**config.mk**
```make
export PLATFORM = sky130hd
export DESIGN_NAME = spram_spi_tx
export DESIGN_NICKNAME = d
export VERILOG_FILES = /design/src/rtl/spram_pkg.sv /design/src/rtl/spram_spi_tx_sck_divider.sv /design/src/rtl/spram_spi_tx.sv
export SDC_FILE = /design/constraint.sdc
export NUM_CORES = 1
export LEC_CHECK = 0
export ABC_AREA = 1
export BUFFER_PORTS_ARGS = -buffer_cell sky130_fd_sc_hd__buf_4
export CAP_MARGIN = 0
export CORE_ASPECT_RATIO = 1.75
export CORE_MARGIN = 8
export CORE_UTILIZATION = 43
export CTS_CLUSTER_DIAMETER = 60
export DETAILED_ROUTE_END_ITERATION = 8
export PLACE_DENSITY = 0.67
export SYNTH_ARGS = -nofsm -noshare
export SYNTH_HDL_FRONTEND = slang
export SYNTH_SLANG_ARGS = --single-unit
```
**constraint.sdc**
```tcl
create_clock -name clk -period 1.9 [get_ports clk]
set_input_delay 0.285 -clock clk [delete_from_list [all_inputs] [get_ports clk]]
set_output_delay 0.285 -clock clk [all_outputs]
set_load 0.005 [all_outputs]
```
**src/rtl/spram_pkg.sv**
```systemverilog
// spram_pkg: SPRAM constants and readback transmitter state encoding shared by the SPI paths.
package spram_pkg;
    localparam int SPRAM_ADDR_W = 14;
    localparam int SPRAM_DATA_W = 16;
    localparam int SPRAM_WORDS  = 16384;
    typedef enum logic [2:0] {IDLE, FETCH, WAIT, LATCH, SHIFT, FINISH} tx_state_t;
endpackage

```
**src/rtl/spram_spi_tx_sck_divider.sv**
```systemverilog
// sck_divider: toggles sck every CLK_DIV enabled clk cycles, low half first, with edge ticks.
module sck_divider #(
    parameter int CLK_DIV = 4
) (
    input  logic clk,
    input  logic reset_n,
    input  logic en,
    output logic sck,
    output logic rise_tick,
    output logic fall_tick
);
    localparam int CW = $clog2(CLK_DIV + 1);
    logic [CW-1:0] cnt;
    logic          wrap;
    assign wrap      = en && (int'(cnt) == CLK_DIV - 1);
    assign rise_tick = wrap && !sck;
    assign fall_tick = wrap && sck;
    // Half-period counter; disabling parks sck low and restarts the low half.
    always_ff @(posedge clk or negedge reset_n) begin
        if (!reset_n) begin
            cnt <= '0;
            sck <= 1'b0;
        end else if (!en) begin
            cnt <= '0;
            sck <= 1'b0;
        end else if (wrap) begin
            cnt <= '0;
            sck <= ~sck;
        end else begin
            cnt <= cnt + 1'b1;
        end
    end
endmodule

```
**src/rtl/spram_spi_tx.sv**
```systemverilog
// spram_spi_tx: reads a run of SPRAM words and streams them MSB-first on an SPI mode-0 link.
// Define SPRAM_SPI_TX_LOOP_EN to keep re-sending the run while start stays high.
module spram_spi_tx
    import spram_pkg::*;
#(
    parameter int ADDR_W  = SPRAM_ADDR_W,
    parameter int CLK_DIV = 4
) (
    input  logic                    clk,
    input  logic                    reset_n,
    input  logic                    start,
    input  logic [ADDR_W-1:0]       base_addr,
    input  logic [ADDR_W:0]         len,
    output logic [ADDR_W-1:0]       spram_addr,
    output logic                    spram_cs,
    output logic                    spram_we,
    input  logic [SPRAM_DATA_W-1:0] spram_do,
    output logic                    sck,
    output logic                    sdo,
    output logic                    load,
    output logic                    busy,
    output logic                    done
);
    tx_state_t               state;
    logic [ADDR_W-1:0]       addr;
    logic [ADDR_W:0]         remaining;
    logic [SPRAM_DATA_W-2:0] shreg;
    logic [4:0]              bitcnt;
    logic                    rise_tick;
    logic                    fall_tick;

    assign spram_we = 1'b0;

    sck_divider #(.CLK_DIV(CLK_DIV)) u_div (
        .clk       (clk),
        .reset_n   (reset_n),
        .en        (state == SHIFT),
        .sck       (sck),
        .rise_tick (rise_tick),
        .fall_tick (fall_tick)
    );

    // Transfer sequencer; outputs are set on entry to the state they belong to.
    always_ff @(posedge clk or negedge reset_n) begin
        if (!reset_n) begin
            state      <= IDLE;
            addr       <= '0;
            remaining  <= '0;
            shreg      <= '0;
            bitcnt     <= '0;
            spram_addr <= '0;
            spram_cs   <= 1'b0;
            sdo        <= 1'b0;
            load       <= 1'b0;
            busy       <= 1'b0;
            done       <= 1'b0;
        end else begin
            case (state)
                IDLE: begin
                    if (start && len != '0) begin
                        addr       <= base_addr;
                        remaining  <= len;
                        spram_addr <= base_addr;
                        spram_cs   <= 1'b1;
                        busy       <= 1'b1;
                        state      <= FETCH;
                    end else if (start) begin
                        done  <= 1'b1;
                        busy  <= 1'b1;
                        state <= FINISH;
                    end
                end
                FETCH: begin
                    spram_cs <= 1'b0;
                    state    <= WAIT;
                end
                WAIT: begin
                    shreg     <= spram_do[SPRAM_DATA_W-2:0];
                    sdo       <= spram_do[SPRAM_DATA_W-1];
                    load      <= 1'b1;
                    bitcnt    <= '0;
                    addr      <= addr + 1'b1;
                    remaining <= remaining - 1'b1;
                    state     <= LATCH;
                end
                LATCH: state <= SHIFT;
                SHIFT: begin
                    if (rise_tick)
                        bitcnt <= bitcnt + 5'd1;
                    if (fall_tick && bitcnt == 5'd16) begin
                        if (remaining != '0) begin
                            spram_addr <= addr;
                            spram_cs   <= 1'b1;
                            state      <= FETCH;
                        end
`ifdef SPRAM_SPI_TX_LOOP_EN
                        else if (start && len != '0) begin
                            addr       <= base_addr;
                            remaining  <= len;
                            spram_addr <= base_addr;
                            spram_cs   <= 1'b1;
                            state      <= FETCH;
                        end
`endif
                        else begin
                            load  <= 1'b0;
                            sdo   <= 1'b0;
                            done  <= 1'b1;
                            state <= FINISH;
                        end
                    end else if (fall_tick) begin
                        shreg <= {shreg[SPRAM_DATA_W-3:0], 1'b0};
                        sdo   <= shreg[SPRAM_DATA_W-2];
                    end
                end
                FINISH: begin
                    done  <= 1'b0;
                    busy  <= 1'b0;
                    state <= IDLE;
                end
                default: state <= IDLE;
            endcase
        end
    end
endmodule

```
==> results.json <==
{
  "status": "completed",
  "p_sw_mw": 0.713,
  "period_share": 0.911,
  "final_util": 0.543,
  "switching_share": 0.207,
  "finalPower_mw": 3.45,
  "grtUsageTotal": 0.166,
  "cts_sinks": 75,
  "hold_depth": 3,
  "gp_congestion": 0.855,
  "synth.distinct_cells": 37,
  "remaining_drc_errors": 0,
  "crit_required_ns": 2.15,
  "seqPwrFrac": 0.466,
  "syn_nets": 632,
  "ys_seq_elements": 75,
  "combPwrFrac": 0.045,
  "drtPass1Iterations": 4,
  "num_vias": 3970,
  "setup_ws_ns": 0.169,
  "grt_max_degree": 47,
  "insertion_delay_ns": 0.33,
  "p_leak_nw": 2.58,
  "hold-worst-slack_ns": 0.177,
  "die_y_um": 149,
  "avgSynthCellArea_um2": 7.46,
  "syn2layout_area_growth_pct": 23.7,
  "die_x_um": 91.8,
  "post-route-min-period_ns": 1.73,
  "post-place-cells": 766,
  "r2r_slack_ns": 0.17,
  "drt_wl_total_um": 10900,
  "syn_area_um2": 4320,
  "antennaDiodeCount": 0,
  "die_area_um2": 13600,
  "worstMarginPinSlew_ns": 0.535,
  "clock_path_buffers": 2,
  "clock.fmax_mhz": 578,
  "synth_warnings": 0,
  "path_clk_slew_ns": 0.06,
  "wl_per_cell_um": 13.9,
  "r2r-end": "shreg[11]$_DFFE_PN0P_",
  "initial_core_util": 0.439,
  "critical_path_arrival_ns": 1.98,
  "ys_seq_area_frac": 0.434,
  "drive_above_1_share": 0.173,
  "ant_nets": 0,
  "finalHoldViolCount": 0,
  "io_pins": 69,
  "cp-start-kind": "register",
  "rsz0062_at_grt": "false",
  "numPortBuffers": 67,
  "yosys.area.top_type": "dfrtp_1",
  "fin_area_um2": 5350,
  "fin_cells": 784,
  "cts_root_buffer": "clkbuf_16",
  "row_count": 48,
  "hp-start": "len[13]",
  "h-tree-depth": 3,
  "core_um2": 9850,
  "synthTopCellsByArea": "dfrtp_1 43%, nand2_1 16%, nand3_1 5.9%",
  "synth_top_cell_area_share": 0.434,
  "drv_cap": 0,
  "pre_cts_slack_ns": 0.100,
  "clock_skew_ns": 0.00490,
  "hp-class": "input pin to register",
  "antenna_found_initial": 0,
  "crit_path_end_kind": "register",
  "slew_headroom": 0.643,
  "p_per_area_nw_per_um2": 645,
  "place_area_um2": 5020,
  "internal_power_mw": 2.74,
  "whs_endpoint": "remaining[13]$_DFFE_PN0P_",
  "netlist_instances": 579,
  "drt_iter0_markers": 151,
  "reg2reg_from": "state[0]$_DFFE_PN0P_",
  "hpwlAfterDp_um": 8230,
  "cts_tree": "built",
  "cts_buffers": 9,
  "critPathKind": "register to register",
  "final-setup-viol-count": 0,
  "final_nets": 707,
  "clock_power_share": 0.488,
  "fillers": 982,
  "first_global_vias": 3907,
  "ff2ff_path_depth": 8,
  "grt_pass1_wl_um": 18400,
  "peakVddDrop_v": 0.000497,
  "post_drt_via_cell_ratio": 5.06,
  "cp_max_fo": 29,
  "drv_slew": 0,
  "finalSetupTns_ns": 0,
  "gr-total-overflow": 0
}
[cells in the final DEF, fill, tap and decap left out, types with 4 or more instances in the layout]
cell type	n
a21oi_1	11
nand4_1	6
mux2i_1	14
clkbuf_1	4
o21bai_1	15
nand2_1	187
ha_1	5
xor2_1	4
clkbuf_16	9
nand2_2	5
inv_1	54
nor3_1	9
dfrtp_1	75
buf_12	5
nand3_1	51
buf_4	79
o21ai_0	45
nor2_1	48
[flip-flops by register name, indices dropped and copies added, names as in the netlist]
signal and flops:
sdo 1, spram_addr 14, remaining 15, busy 1, u_div.sck 1, u_div.cnt 3, bitcnt 5, shreg 15
done 1, addr 14, load 1, state 3, spram_cs 1
[cells in the mapped netlist (all sizes together)]
cell,count
clkbuf,4
nand4,6
a21o,1
inv,57
or2,3
o31ai,3
o21bai,15
nor3b,1
buf,17
nor3,9
nor2,51
mux2i,14
a22oi,2
dfrtp,75
o22ai,1
ha,5
xor2,4
nand2,192
o211a,1
nor4,1
nand3,53
conb,1
o21ai,46
o211ai,4
a21oi,11
xnor2,2
[power groups by stage]
stage | sequential [mW] | clock (mW) | combinational, mW
final | 1.61 | 1.68 | 0.156
after global routing | 1.61 | 1.78 | 0.175
after CTS | 1.61 | 1.71 | 0.160
after detailed placement | 1.64 | 0 | 0.158
after global placement | 1.64 | 0 | 0.157
after floorplan | 1.64 | 0 | 0.0263
[routing by layer]
metal | global-route usage | vias up | wire (um)
met1 | 0.180 | 1858 | 4350
met2 | 0.294 | 73 | 5740
li1 | - | 2014 | -
met4 | 0.0941 | 0 | 373
met3 | 0.0313 | 25 | 427
met5 | 0 | - | 0
[worst max-delay path by stage]
stage,startpoint,to
detailed placement,state[0]$_DFFE_PN0P_,shreg[4]$_DFFE_PN0P_
global placement,state[0]$_DFFE_PN0P_,shreg[8]$_DFFE_PN0P_
floorplan,bitcnt[0]$_DFFE_PN0P_,spram_addr[10]$_DFFE_PN0P_
finish,state[0]$_DFFE_PN0P_,shreg[11]$_DFFE_PN0P_
global route,state[0]$_DFFE_PN0P_,shreg[11]$_DFFE_PN0P_
CTS,state[0]$_DFFE_PN0P_,shreg[11]$_DFFE_PN0P_
[repair_timing]
item	CTS	global route
setup endpoints to repair	0	13
hold endpoints to repair	33	0
setup buffers	0	1
hold buffers	1	0
gates resized for setup	0	1
[cell families after synthesis]
group,synth area share
AOI/OAI and AO/OA,0.117
xor gates and xnor gates,0.0122
adders and majority gates,0.0145
buffers and inverters,0.0785
DFF,0.434
muxes,0.0324
other,0.000868
and+or+nand+nor,0.310
[critical path, stage by stage (launching register included)]
cell	delay (ns)
dfrtp_1	0.45
nor2_4	0.18
nand2_2	0.10
clkinv_2	0.20
nand2_1	0.16
o211ai_2	0.10
buf_4	0.28
nand2_1	0.09
o21ai_0	0.08
[area by class of cell]
type / count / area (um^2) / area share
multi-input combinational: 426 / 2100 / 0.394
inverter: 57 / 215 / 0.0403
clock inverter: 2 / 35.0 / 0.00655
tap: 125 / 156 / 0.0293
timing repair buffer: 85 / 703 / 0.132
sequential: 75 / 1880 / 0.351
clock buffer: 14 / 254 / 0.0475
(Power assumes the default switching activity.)
